--- src/rtl/user_rq_credit_arbiter.sv ---
// Round-robin merge of N_SRCS read-request streams into one registered output slot.
// A source is granted only when its per-source beat-credit pool covers the whole burst.
module user_rq_credit_arbiter #(
  parameter  int N_SRCS     = 4,
  parameter  int REQ_BITS   = 128,
  parameter  int LEN_BITS   = 28,
  parameter  int BEAT_LOG   = 6,
  parameter  int CRED_BEATS = 64,
  localparam int SRC_W      = (N_SRCS > 1) ? $clog2(N_SRCS) : 1,
  localparam int CRED_W     = (CRED_BEATS > 0) ? $clog2(CRED_BEATS + 1) : 1
) (
  input  logic                         aclk,
  input  logic                         aresetn,
  input  logic [N_SRCS-1:0]            s_rq_valid,
  output logic [N_SRCS-1:0]            s_rq_ready,
  input  logic [N_SRCS*REQ_BITS-1:0]   s_rq_data,
  input  logic [N_SRCS*LEN_BITS-1:0]   s_rq_len,
  output logic                         m_rq_valid,
  input  logic                         m_rq_ready,
  output logic [REQ_BITS-1:0]          m_rq_data,
  output logic [SRC_W-1:0]             m_rq_src,
  input  logic [N_SRCS-1:0]            cred_ret,
  output logic                         cred_err
);

  localparam int CMP_W = (LEN_BITS > CRED_W) ? LEN_BITS : CRED_W;

  typedef enum logic {ST_IDLE, ST_HOLD} state_t;

  state_t              state_q, state_d;
  logic [REQ_BITS-1:0] m_data_q, m_data_d;
  logic [SRC_W-1:0]    m_src_q, m_src_d;
  logic [SRC_W-1:0]    rr_q, rr_d;
  logic [CRED_W-1:0]   cred_q [N_SRCS];
  logic [CRED_W-1:0]   cred_d [N_SRCS];
  logic                cred_err_q, cred_err_d;

  logic [LEN_BITS-1:0] beats [N_SRCS];
  logic [N_SRCS-1:0]   len_zero;
  logic [N_SRCS-1:0]   elig;
  logic                slot_free;
  logic                gnt_vld;
  logic                gnt;
  logic [SRC_W-1:0]    gnt_idx;

  // A zero-length request still occupies one beat in the destination buffer.
  always_comb begin
    for (int i = 0; i < N_SRCS; i++) begin
      len_zero[i] = (s_rq_len[i*LEN_BITS +: LEN_BITS] == '0);
      beats[i]    = len_zero[i] ? LEN_BITS'(1)
                  : ((s_rq_len[i*LEN_BITS +: LEN_BITS] - LEN_BITS'(1)) >> BEAT_LOG) + LEN_BITS'(1);
      elig[i]     = s_rq_valid[i] && (CMP_W'(cred_q[i]) >= CMP_W'(beats[i]));
    end
  end

  // Scan from the far end back to rr so the closest eligible index wins.
  always_comb begin
    gnt_vld = 1'b0;
    gnt_idx = '0;
    for (int k = N_SRCS - 1; k >= 0; k--) begin
      if (elig[(int'(rr_q) + k) % N_SRCS]) begin
        gnt_vld = 1'b1;
        gnt_idx = SRC_W'((int'(rr_q) + k) % N_SRCS);
      end
    end
  end

  assign slot_free  = (state_q == ST_IDLE) || m_rq_ready;
  assign gnt        = gnt_vld && slot_free && aresetn;
  assign s_rq_ready = gnt ? (N_SRCS'(1) << gnt_idx) : '0;

  // NOTE: every variable gets a default at the top of always_comb so no path leaves it unassigned (no latch).
  always_comb begin
    state_d    = state_q;
    m_data_d   = m_data_q;
    m_src_d    = m_src_q;
    rr_d       = rr_q;
    cred_err_d = cred_err_q;
    if (gnt) begin
      state_d  = ST_HOLD;
      m_data_d = s_rq_data[gnt_idx*REQ_BITS +: REQ_BITS];
      m_src_d  = gnt_idx;
      rr_d     = (gnt_idx == SRC_W'(N_SRCS - 1)) ? '0 : gnt_idx + SRC_W'(1);
    end else if (slot_free) begin
      state_d = ST_IDLE;
    end
    for (int i = 0; i < N_SRCS; i++) begin
      cred_d[i] = cred_q[i];
      if (gnt && (gnt_idx == SRC_W'(i))) begin
        cred_d[i] = cred_q[i] - CRED_W'(beats[i]) + CRED_W'(cred_ret[i]);
      end else if (cred_ret[i]) begin
        if (cred_q[i] == CRED_W'(CRED_BEATS)) cred_err_d = 1'b1;
        else                                  cred_d[i] = cred_q[i] + CRED_W'(1);
      end
      if (s_rq_valid[i] && len_zero[i]) cred_err_d = 1'b1;
    end
  end

  // NOTE: sequential state uses non-blocking assignments so all flops update from pre-edge values.
  always_ff @(posedge aclk or negedge aresetn) begin
    if (!aresetn) begin
      state_q    <= ST_IDLE;
      m_data_q   <= '0;
      m_src_q    <= '0;
      rr_q       <= '0;
      cred_err_q <= 1'b0;
      // NOTE: the credit array is control state, not data storage, so every entry is reset.
      for (int i = 0; i < N_SRCS; i++) cred_q[i] <= CRED_W'(CRED_BEATS);
    end else begin
      state_q    <= state_d;
      m_data_q   <= m_data_d;
      m_src_q    <= m_src_d;
      rr_q       <= rr_d;
      cred_err_q <= cred_err_d;
      for (int i = 0; i < N_SRCS; i++) cred_q[i] <= cred_d[i];
    end
  end

  assign m_rq_valid = (state_q == ST_HOLD);
  assign m_rq_data  = m_data_q;
  assign m_rq_src   = m_src_q;
  assign cred_err   = cred_err_q;

endmodule

--- config.mk ---
export PLATFORM = sky130hd
export DESIGN_NAME = user_rq_credit_arbiter
export DESIGN_NICKNAME = d
export VERILOG_FILES = /design/src/rtl/user_rq_credit_arbiter.sv
export SDC_FILE = /design/constraint.sdc
export NUM_CORES = 1
export LEC_CHECK = 0
export CORE_AREA = 4 4 298 300
export CTS_CLUSTER_SIZE = 8
export DETAILED_ROUTE_END_ITERATION = 7
export DIE_AREA = 0 0 302 304
export SLEW_MARGIN = 20
export SYNTH_ARGS = -nofsm -noshare
export SYNTH_HDL_FRONTEND = slang
export SYNTH_SLANG_ARGS = --single-unit
--- constraint.sdc ---
create_clock -name aclk -period 11.65 [get_ports aclk]
set_input_delay 2.9125 -clock aclk [delete_from_list [all_inputs] [get_ports aclk]]
set_output_delay 2.9125 -clock aclk [all_outputs]
set_load 0.01 [all_outputs]
After elaboration in Yosys (flattened, before gate mapping)

Cells that the tools add are included.

Register bits after elaboration: 162
Bits of input ports: 635
Output and inout bits: 136
Logic and storage cells: 145

Add/subtract/negate cells: 24
Order comparisons: 8
Equality and inequality tests: 11
Shifts and indexed selects: 2
Mux-type cells: 55
Bitwise logic cells: 4
Reduce and logical (&&, ||, !) cells: 32

Operators with widths:

| operator                                                    | number |
|---|---|
| variable part select 512 x 10 -> 128 bit                    | 1 |
| logical NOT 28 bit                                          | 4 |
| subtractor 28 x 1 -> 28 bit (second input constant)         | 4 |
| adder 22 x 1 -> 23 bit (second input constant)              | 4 |
| >= comparator 7 x 23 -> 1 bit                               | 4 |
| two-way mux 23 bit                                          | 4 |
| two-way mux 7 bit                                           | 12 |
| two-way mux 1 bit                                           | 29 |
| adder 7 x 1 -> 7 bit                                        | 4 |
| adder 7 x 1 -> 7 bit (second input constant)                | 4 |
| equality test 7 bit (second input constant)                 | 4 |
| subtractor 7 bit                                            | 4 |
| logical AND 1 bit                                           | 14 |
| less-than comparator 3 x 4 -> 1 bit (second input constant) | 3 |
| two-way mux 2 bit                                           | 5 |
| nonzero test 2 bit                                          | 5 |
| binary-select mux 1 bit (select 2 bit)                      | 4 |
| inequality test 2 bit (second input constant)               | 4 |
| AND reduction 2 bit                                         | 4 |
| OR reduction 2 bit                                          | 3 |
| adder 2 x 1 -> 2 bit (second input constant)                | 2 |
| adder 2 bit (second input constant)                         | 2 |
| equality test 2 bit (second input constant)                 | 2 |
| two-way mux 4 bit                                           | 1 |
| 7 further kinds                                             | 9 |

Longest topological paths before layout

Gate-level depths: netlist (run 1).

Word-level depth: 29
Gate-level depth with buffers: 31
Gate-level depth less buffers: 28

Least setup slack after synthesis (run 1)

OpenSTA, ideal clock, no wires.

Kind: input to output
Start point: input s_rq_len[64]
End point: output s_rq_ready[1]
Arrival time: 7.910 ns
Data required time: 8.738 ns
Slack: 0.828 ns
Stages: 26
Buffers on the path: 7
Path through: buf_2 -> or4_4 -> nor3_4 -> buf_4 -> nand4_1 -> or2_2 -> nand2_1 -> ha_1 -> inv_1 -> fa_1 -> o21ai_0 -> a31oi_1 -> o21ai_0 -> o2111ai_1 -> or4_1 -> nor4_1 -> a211o_1 -> o21a_1 -> buf_4 -> buf_6 -> buf_2 -> inv_1 -> ha_1 -> and2_0 -> clkbuf_1 -> buf_2

Elaborated cells between the ends (all ways): 29
Classes of those cells: add/sub (2); order compare (1); shift (1); mux (21); reduce/logical (4)

RTL lines:

| item                                                  | RTL line | source |
|---|---|---|
| from (decl)                                           | 17       | `input logic [N_SRCS*LEN_BITS-1:0] s_rq_len,` |
| subtractor 28 x 1 -> 28 bit                           | 51       | `: ((s_rq_len[i*LEN_BITS +: LEN_BITS] - LEN_BITS'(1)) >> BEAT_LOG) + LEN_BITS'(1);` |
| adder 22 x 1 -> 23 bit                                | 51       |  |
| two-way mux 23 bit *                                  | 50       | `beats[i] = len_zero[i] ? LEN_BITS'(1)` |
| >= comparator 7 x 23 -> 1 bit *                       | 52       | `elig[i] = s_rq_valid[i] && (CMP_W'(cred_q[i]) >= CMP_W'(beats[i]));` |
| logical AND 1 bit *                                   | 52       |  |
| binary-select mux 1 bit (select 2 bit)                | 61       | `if (elig[(int'(rr_q) + k) % N_SRCS]) begin` |
| two-way mux 1 bit (not written as such) (2 in series) | 61       |  |
| two-way mux 2 bit (3 in series)                       | 61       |  |
| two-way mux 2 bit *                                   | 61       |  |
| via gnt_idx[1]                                        | 44       | `logic [SRC_W-1:0] gnt_idx;` |
| << shifter 1 x 2 -> 4 bit *                           | 70       | `assign s_rq_ready = gnt ? (N_SRCS'(1) << gnt_idx) : '0;` |
| two-way mux 4 bit *                                   | 70       |  |
| to (decl)                                             | 15       | `output logic [N_SRCS-1:0] s_rq_ready,` |

Mark *: on every way through the listed nets, which the timed path passes. The rest lies on a longest branch. The select of a mux whose other input is x is not followed.

Final worst setup path (run 1)

Start point: input s_rq_len[88]
End point: output s_rq_ready[2]

Same word-level chain as after synthesis.

==> qor.txt, run 1 <==
Fill cells: 9159
Final Setup Violations: 0
WL per Instance: 25.2 um
Clk slew on worst S/H paths: 100 ps
Ports: 771
Die ar.: 91800 sq um
# hold bufs at CTS: 0
Die height: 304 um
Layout area overhead: 59.7%
Place WS: 17.5 ps
Worst setup margin: 531 ps
Core ar.: 86200 sq um
PD cells: 84.3 nW/um^2
Net Sw Frac: 0.372
Async SR Flop Fraction: 1.00
Syn_nets: 2676
Vias in the first global route: 18946
Sequential share of the synthesized area: 0.240
Leakage power: 9.88 nW
Slew Limit Fails: 0
Num Clock Sinks: 162
Status: finished clean
Synth Instances: 1953
Skew-Pair Late Insertion Delay: 490 ps
Fin crit period: 11120 ps
Share of cells above drive strength 1: 0.106
Total track usage: 0.205
CP Class: input port to primary output
Final nets: 3432
Total CTS buffers: 17
CP arrival: 8210 ps
Port bufs: 770
1st-iter DRT viols: 1259
Gr ovfl total: 0
Worst-case hold slack: 526 ps
FMAX: 89.9 MHz
Headroom to the max-slew limit: 0.240
Sum Neg Setup Slack: 0 ps
ANT nets after route: 0
# H-tree levels: 4
Worst-margin pin slew: 1110 ps
Initial cell density of the core: 0.196
Clock Path Buffers: 2
Setup crit start kind: input port
Post-synth EDFFs: 0
Comb power frac: 0.434
Synth area leaders: dfrtp_1 23%, mux2i_1 8.5%, a211oi_1 7.6%
Worst setup EP type: primary output
Biggest area consumer among synthesized cells: dfrtp_1
Worst EP required: 8740 ps
Clock power frac: 0.267
CTS tree: built
Commonest non-fill, non-tap cell in the layout: clkdlybuf4s50_1
Syn. warnings: 0
Internal power: 1.43 mW
Maximum fanout along the worst path: 4
Initial antenna violation count: 43
First-pass GRT wire length: 138000 um
Max_cap viols: 0
GPL Wtd Cong: 0.935
RSZ-0062 raised after global routing: no
Via density: 4.96
First-pass DRT Iterations: 6
Pin count of the biggest net entering global routing: 78
Cell Area, Synth: 16900 sq um
Post-synth cell types: 92
Hold crit path type: register to register
Fin util: 0.313
Primary FF master, synth: dfrtp_1
Area share of the largest cell type after synthesis: 0.234
Final wirelength: 98200 um
# DRC: 0
Peak supply drop: 0.110 mV
Die width: 302 um
Final Hold Vio Count: 0
Rows: 108
Power share of the sequential group: 0.298
Commonest non-fill, non-tap cells in the layout: 765 x clkdlybuf4s50_1, 197 x nor2_1, 171 x a211oi_1
FF+latch count, synth: 162
CTS root buf: clkbuf_16
Final Power: 2.27 mW
Layout Skew: 27.7 ps
Hpwl dp: 80400 um
Switching power: 0.845 mW
Vias: 19296
Mean Syn Cell Area: 8.64 sq um
Tcrit/Tclk final: 0.954
==> metal layers <==
| layer | part of all wire | GRT usage |
|---|---|---|
| met5 | 0.00092 | 0 |
| met2 | 0.47 | 0.338 |
| met4 | 0.017 | 0.0444 |
| met3 | 0.074 | 0.0546 |
| met1 | 0.44 | 0.269 |
==> cells by family (layout without fill, tap and decap cells) <==
kind of cell / count (synthesis) / after routing / synth area share
compound gates: 650 / 650 / 0.311
xor+xnor: 100 / 100 / 0.0519
fa+ha+maj: 88 / 88 / 0.0723
buf+inv: 203 / 972 / 0.0555
flops: 162 / 162 / 0.240
mux: 148 / 148 / 0.0888
other cells: 0 / 15 / 0
simple gates: 602 / 602 / 0.180
==> state kept, by name (all words and copies together) (netlist names) <==
| signal | flops |
|---|---|
| m_rq_valid | 1 |
| cred_q | 28 |
| m_rq_data | 128 |
| rr_q | 2 |
| cred_err | 1 |
| m_rq_src | 2 |
==> power by group through the flow <==
stage,sequential (mW),clock [mW],combinational (mW)
2_1_floorplan,0.669,0,0.574
3_3_place_gp,0.688,0,0.969
3_5_place_dp,0.690,0,0.975
4_1_cts,0.678,0.636,0.985
5_1_grt,0.688,0.655,1.11
6_report,0.678,0.608,0.987
==> path summary, 6_finish.rpt <==
check                      slack, ps         start       endpoint  cells past startpoint
max in group asynchronous       7490       aresetn       cred_err                      3
hold reg to reg                  530   m_rq_src[1]    m_rq_src[1]                      1
min in group asynchronous       2320       aresetn  m_rq_data[25]                      1
setup reg to reg                6360     cred_q[1]  m_rq_data[16]                     17
hold / removal                   530   m_rq_src[1]    m_rq_src[1]                      1
setup / recovery                 530  s_rq_len[88]  s_rq_ready[2]                     22
==> cells in the mapped netlist, types with 12 or more instances <==
cell / number
nor3_1: 31
nand3_1: 55
a21boi_0: 132
a211oi_2: 98
a21o_1: 12
and2_1: 19
a211oi_1: 171
dfrtp_1: 158
fa_1: 16
or2_2: 14
nor4_1: 27
xor2_1: 34
o21ai_1: 13
a31oi_1: 14
inv_1: 63
nor2_1: 197
ha_1: 72
nand4_1: 40
buf_6: 15
xnor2_1: 66
o21bai_1: 14
buf_2: 41
or4_1: 14
and3_1: 27
o21ai_0: 48
clkbuf_1: 76
nand2_1: 111
a21oi_1: 39
mux2i_1: 143
==> layout make-up <==
type	count	area [sq um]	area share
flip-flops and latches	162	4060	0.151
repair buffers	876	8590	0.319
clock buffers	18	429	0.0159
diodes	15	37.5	0.00139
inverters	64	240	0.00891
multi-input cells	1588	12000	0.445
clock inverters	14	160	0.00594
well taps	1155	1450	0.0536
==> worst max-delay path, cell delays in order <==
cell and delay (ps):
clkdlybuf4s50_1 460, or4_4 570, or4_1 520, or4_1 400, o21ai_0 110, xor2_1 180
nand2_1 110, ha_1 290, a21o_1 110, nand2_1 50, or3_1 350, or4bb_1 490
and4b_1 260, a31o_1 170, inv_1 50, a31oi_1 190, o22a_1 250, inv_1 80
ha_1 210, and2_1 170, buf_12 140, dlymetal6s2s_1 170
==> stage by stage <==
stage | area, sq um | std cells
finish | 27000 | 3892
global route | 26900 | 3884
CTS | 26900 | 3876
detailed placement | 26300 | 3844
global placement | 26300 | 3844
floorplan | 16900 | 1953
==> what timing repair did <==
item | 4_1_cts | 5_1_grt
endpoints found under the setup margin | 2 | 4
buffers inserted | 0 | 1
resized for setup | 1 | 13
pin swaps | 0 | 1
Note: power is estimated with default switching activity, not from simulation.
==> inputs of run 2 (changes only) <==
--- a/config.mk
+++ b/config.mk
@@ -9,6 +9,7 @@
 export CTS_CLUSTER_SIZE = 8
 export DETAILED_ROUTE_END_ITERATION = 7
 export DIE_AREA = 0 0 302 304
+export GPL_TIMING_DRIVEN = 0
 export SLEW_MARGIN = 20
 export SYNTH_ARGS = -nofsm -noshare
 export SYNTH_HDL_FRONTEND = slang
==> run 2 against run 1 <==
Final area is 0.17% higher; non-clock buffer count rose by 35; sequential share of layout area about the same; utilization is 0.054 points higher; hold slack improved by 20 ps; via count grew 1.8%; first-iteration DRC count rose by 19%; worst setup slack got worse by 280 ps; combinational power hardly changed; sequential cell count is the same; fmax fell by 2.5%; cell count is 1.0% higher; critical path type unchanged.
==> qor.txt, run 2 (synthesis results as in run 1) <==
Status: finished clean
Cell Chain, Critical Path: clkdlybuf4s50_1 > or4_4 > nor3_4 > buf_4 > nand4_1 > or2_4 > nand2_1 > ha_1 > inv_1 > fa_1 > o21ai_0 > a31oi_1 > o21ai_2 > o2111ai_2 > or4_1 > nor4_4 > a21o_1 > a31oi_2 > o22a_1 > buf_4 > ha_1 > and2_4 > buf_4 > clkdlybuf4s15_1
Non-filler cells, final: 3931 (+1.0%)
Slew Limit Fails: 0 (unchanged)
Clock power frac: 0.271 (+0.004)
Max reg flops: 128 (unchanged)
Hold crit path type: register to register
Initial antenna violation count: 54 (+26%)
# DRC: 0 (unchanged)
WP buf/inv: 6 (+1)
Die width: 302 um (unchanged)
Clock Path Buffers: 2 (unchanged)
Die ar.: 91800 sq um (unchanged)
Die height: 304 um (unchanged)
Place WS: -2180 ps (-2200 ps)
Final nets: 3467 (+1.0%)
Worst EP required: 8740 ps (about the same)
Hold Path Cell Cnt: 1 (unchanged)
CTS root buf: clkbuf_16
Sum Neg Setup Slack: 0 ps (unchanged)
Final Hold Vio Count: 0 (unchanged)
Commonest non-fill, non-tap cell in the layout: clkdlybuf4s50_1
Crit-path max cell delay: 600 ps (+30 ps)
Leakage power: 9.89 nW (about the same)
Vias in the first global route: 19424 (+2.5%)
RSZ-0062 raised after global routing: no
First-pass GRT wire length: 147000 um (+6.1%)
Peak supply drop: 0.110 mV (+0.68%)
Net Sw Frac: 0.379 (+0.00747)
GPL Wtd Cong: 0.957 (+2.3%)
DP Cell Count: 3864 (+0.52%)
Maximum fanout along the worst path: 10 (+6)
Fin crit period: 11400 ps (+284 ps)
Final wirelength: 107000 um (+8.6%)
Critical path depth: 24 (+9.1%)
Core ar.: 86200 sq um (unchanged)
Worst setup margin: 247 ps (-284 ps)
Via density: 5.00 (+0.80%)
Initial cell density of the core: 0.196 (unchanged)
Max_cap viols: 0 (unchanged)
Clk slew on worst S/H paths: 90 ps (about the same)
Vias: 19645 (+1.8%)
Worst-margin pin slew: 1140 ps (+25.1 ps)
Pin count of the biggest net entering global routing: 80 (+2.6%)
Num Clock Sinks: 162 (unchanged)
Share of cells above drive strength 1: 0.105 (-0.00135)
Headroom to the max-slew limit: 0.242 (+0.00239)
1st-iter DRT viols: 1493 (+19%)
Port bufs: 754 (-2.1%)
Hpwl dp: 89700 um (+12%)
Switching power: 0.867 mW (+2.6%)
Crit-path leading delay family: simple AND/OR/NAND/NOR gates
CP arrival: 8490 ps (+280 ps)
Tcrit/Tclk final: 0.979 (+0.0244)
Skew-Pair Late Insertion Delay: 500 ps (about the same)
Layout Skew: 24.0 ps (-3.75 ps)
R2R depth: 16 (-1)
CP Class: input port to primary output
CTS tree: built
First-pass DRT Iterations: 5 (-1)
Gr ovfl total: 0 (unchanged)
Rows: 108 (unchanged)
Worst setup EP type: primary output
WL per Instance: 27.1 um (+7.5%)
Commonest non-fill, non-tap cells in the layout: 739 x clkdlybuf4s50_1, 196 x nor2_1, 171 x a211oi_1
Final Setup Violations: 0 (unchanged)
Slowest cell on crit path: or4_4
ANT nets after route: 0 (unchanged)
Total track usage: 0.224 (+0.0185)
Worst-case hold slack: 546 ps (+20.4 ps)
Crit-path most repeated cell: buf_4
PD cells: 84.7 nW/um^2 (+0.43%)
Ports: 771 (unchanged)
Total CTS buffers: 17 (unchanged)
Setup crit start kind: input port
# H-tree levels: 4 (unchanged)
Comb power frac: 0.433 (about the same)
Internal power: 1.42 mW (-0.59%)
FMAX: 87.7 MHz (-2.5%)
Power share of the sequential group: 0.296 (-0.002)
Layout area overhead: 59.9%
Fill cells: 9288 (+1.4%)
## run 2: through the flow
stage | util | total power [mW] | instance area (sq um)
after floorplan | - | 1.24 | 16900
after global placement | 0.300 | 1.64 | 25900
after detailed placement | 0.301 | 1.66 | 25900
after CTS | 0.311 | 2.30 | 26800
after global routing | 0.313 | 2.45 | 27000
final | 0.313 | 2.29 | 27000
## run 2: worst register-to-register path, stage by stage (launching register included)
cell and delay, ps:
dfrtp_1 410, ha_1 190, inv_1 50, fa_1 340, o21ai_0 100, a31oi_1 140
o21ai_2 170, o2111ai_2 180, or4b_1 550, nor4_1 690, nor3_1 100, a31oi_1 540
clkbuf_1 490, clkbuf_1 820, a21boi_0 500, a211oi_1 360, a211oi_2 80
## run 2: path summary, 6_finish.rpt
check	startpoint	to	slack, ps
worst max register to register	cred_q[8]	m_rq_data[85]	5820
min in group asynchronous	aresetn	m_rq_data[30]	2200
worst min-delay path	m_rq_src[1]	m_rq_src[1]	550
max in group asynchronous	aresetn	m_rq_valid	8660
worst max-delay path	s_rq_len[60]	s_rq_ready[1]	250
worst min register to register	m_rq_src[1]	m_rq_src[1]	550
## run 2: repair_timing
item                       CTS  global route
setup buffers               11            10
resized for setup           41            33
pin swaps                    9            15
hold buffers                 0             0
cloned                       1             0
setup endpoints to repair    4             4
## run 2: cell type report
type | count | area, sq um | area share
Sequential cell | 162 | 4060 | 0.150
Timing Repair Buffer | 778 | 7810 | 0.289
Multi-Input combinational cell | 1588 | 12100 | 0.448
Buffer | 133 | 703 | 0.0260
Clock inverter | 15 | 165 | 0.00612
Inverter | 64 | 240 | 0.00890
Tap cell | 1155 | 1450 | 0.0535
Clock buffer | 17 | 425 | 0.0158
Antenna cell | 19 | 47.5 | 0.00176
## run 2: layer usage
layer | GRT usage | part of all wire
met1 | 0.288 | 0.42
met3 | 0.0696 | 0.088
met2 | 0.364 | 0.47
met4 | 0.0578 | 0.022
met5 | 0 | 0.00097
## run 2: power groups by stage
stage          sequential, mW  clock, mW  combinational, mW
2_1_floorplan           0.669          0              0.574
5_1_grt                 0.686      0.658               1.10
3_5_place_dp            0.688          0              0.971
3_3_place_gp            0.687          0              0.953
4_1_cts                 0.677      0.641              0.984
6_report                0.678      0.619              0.990
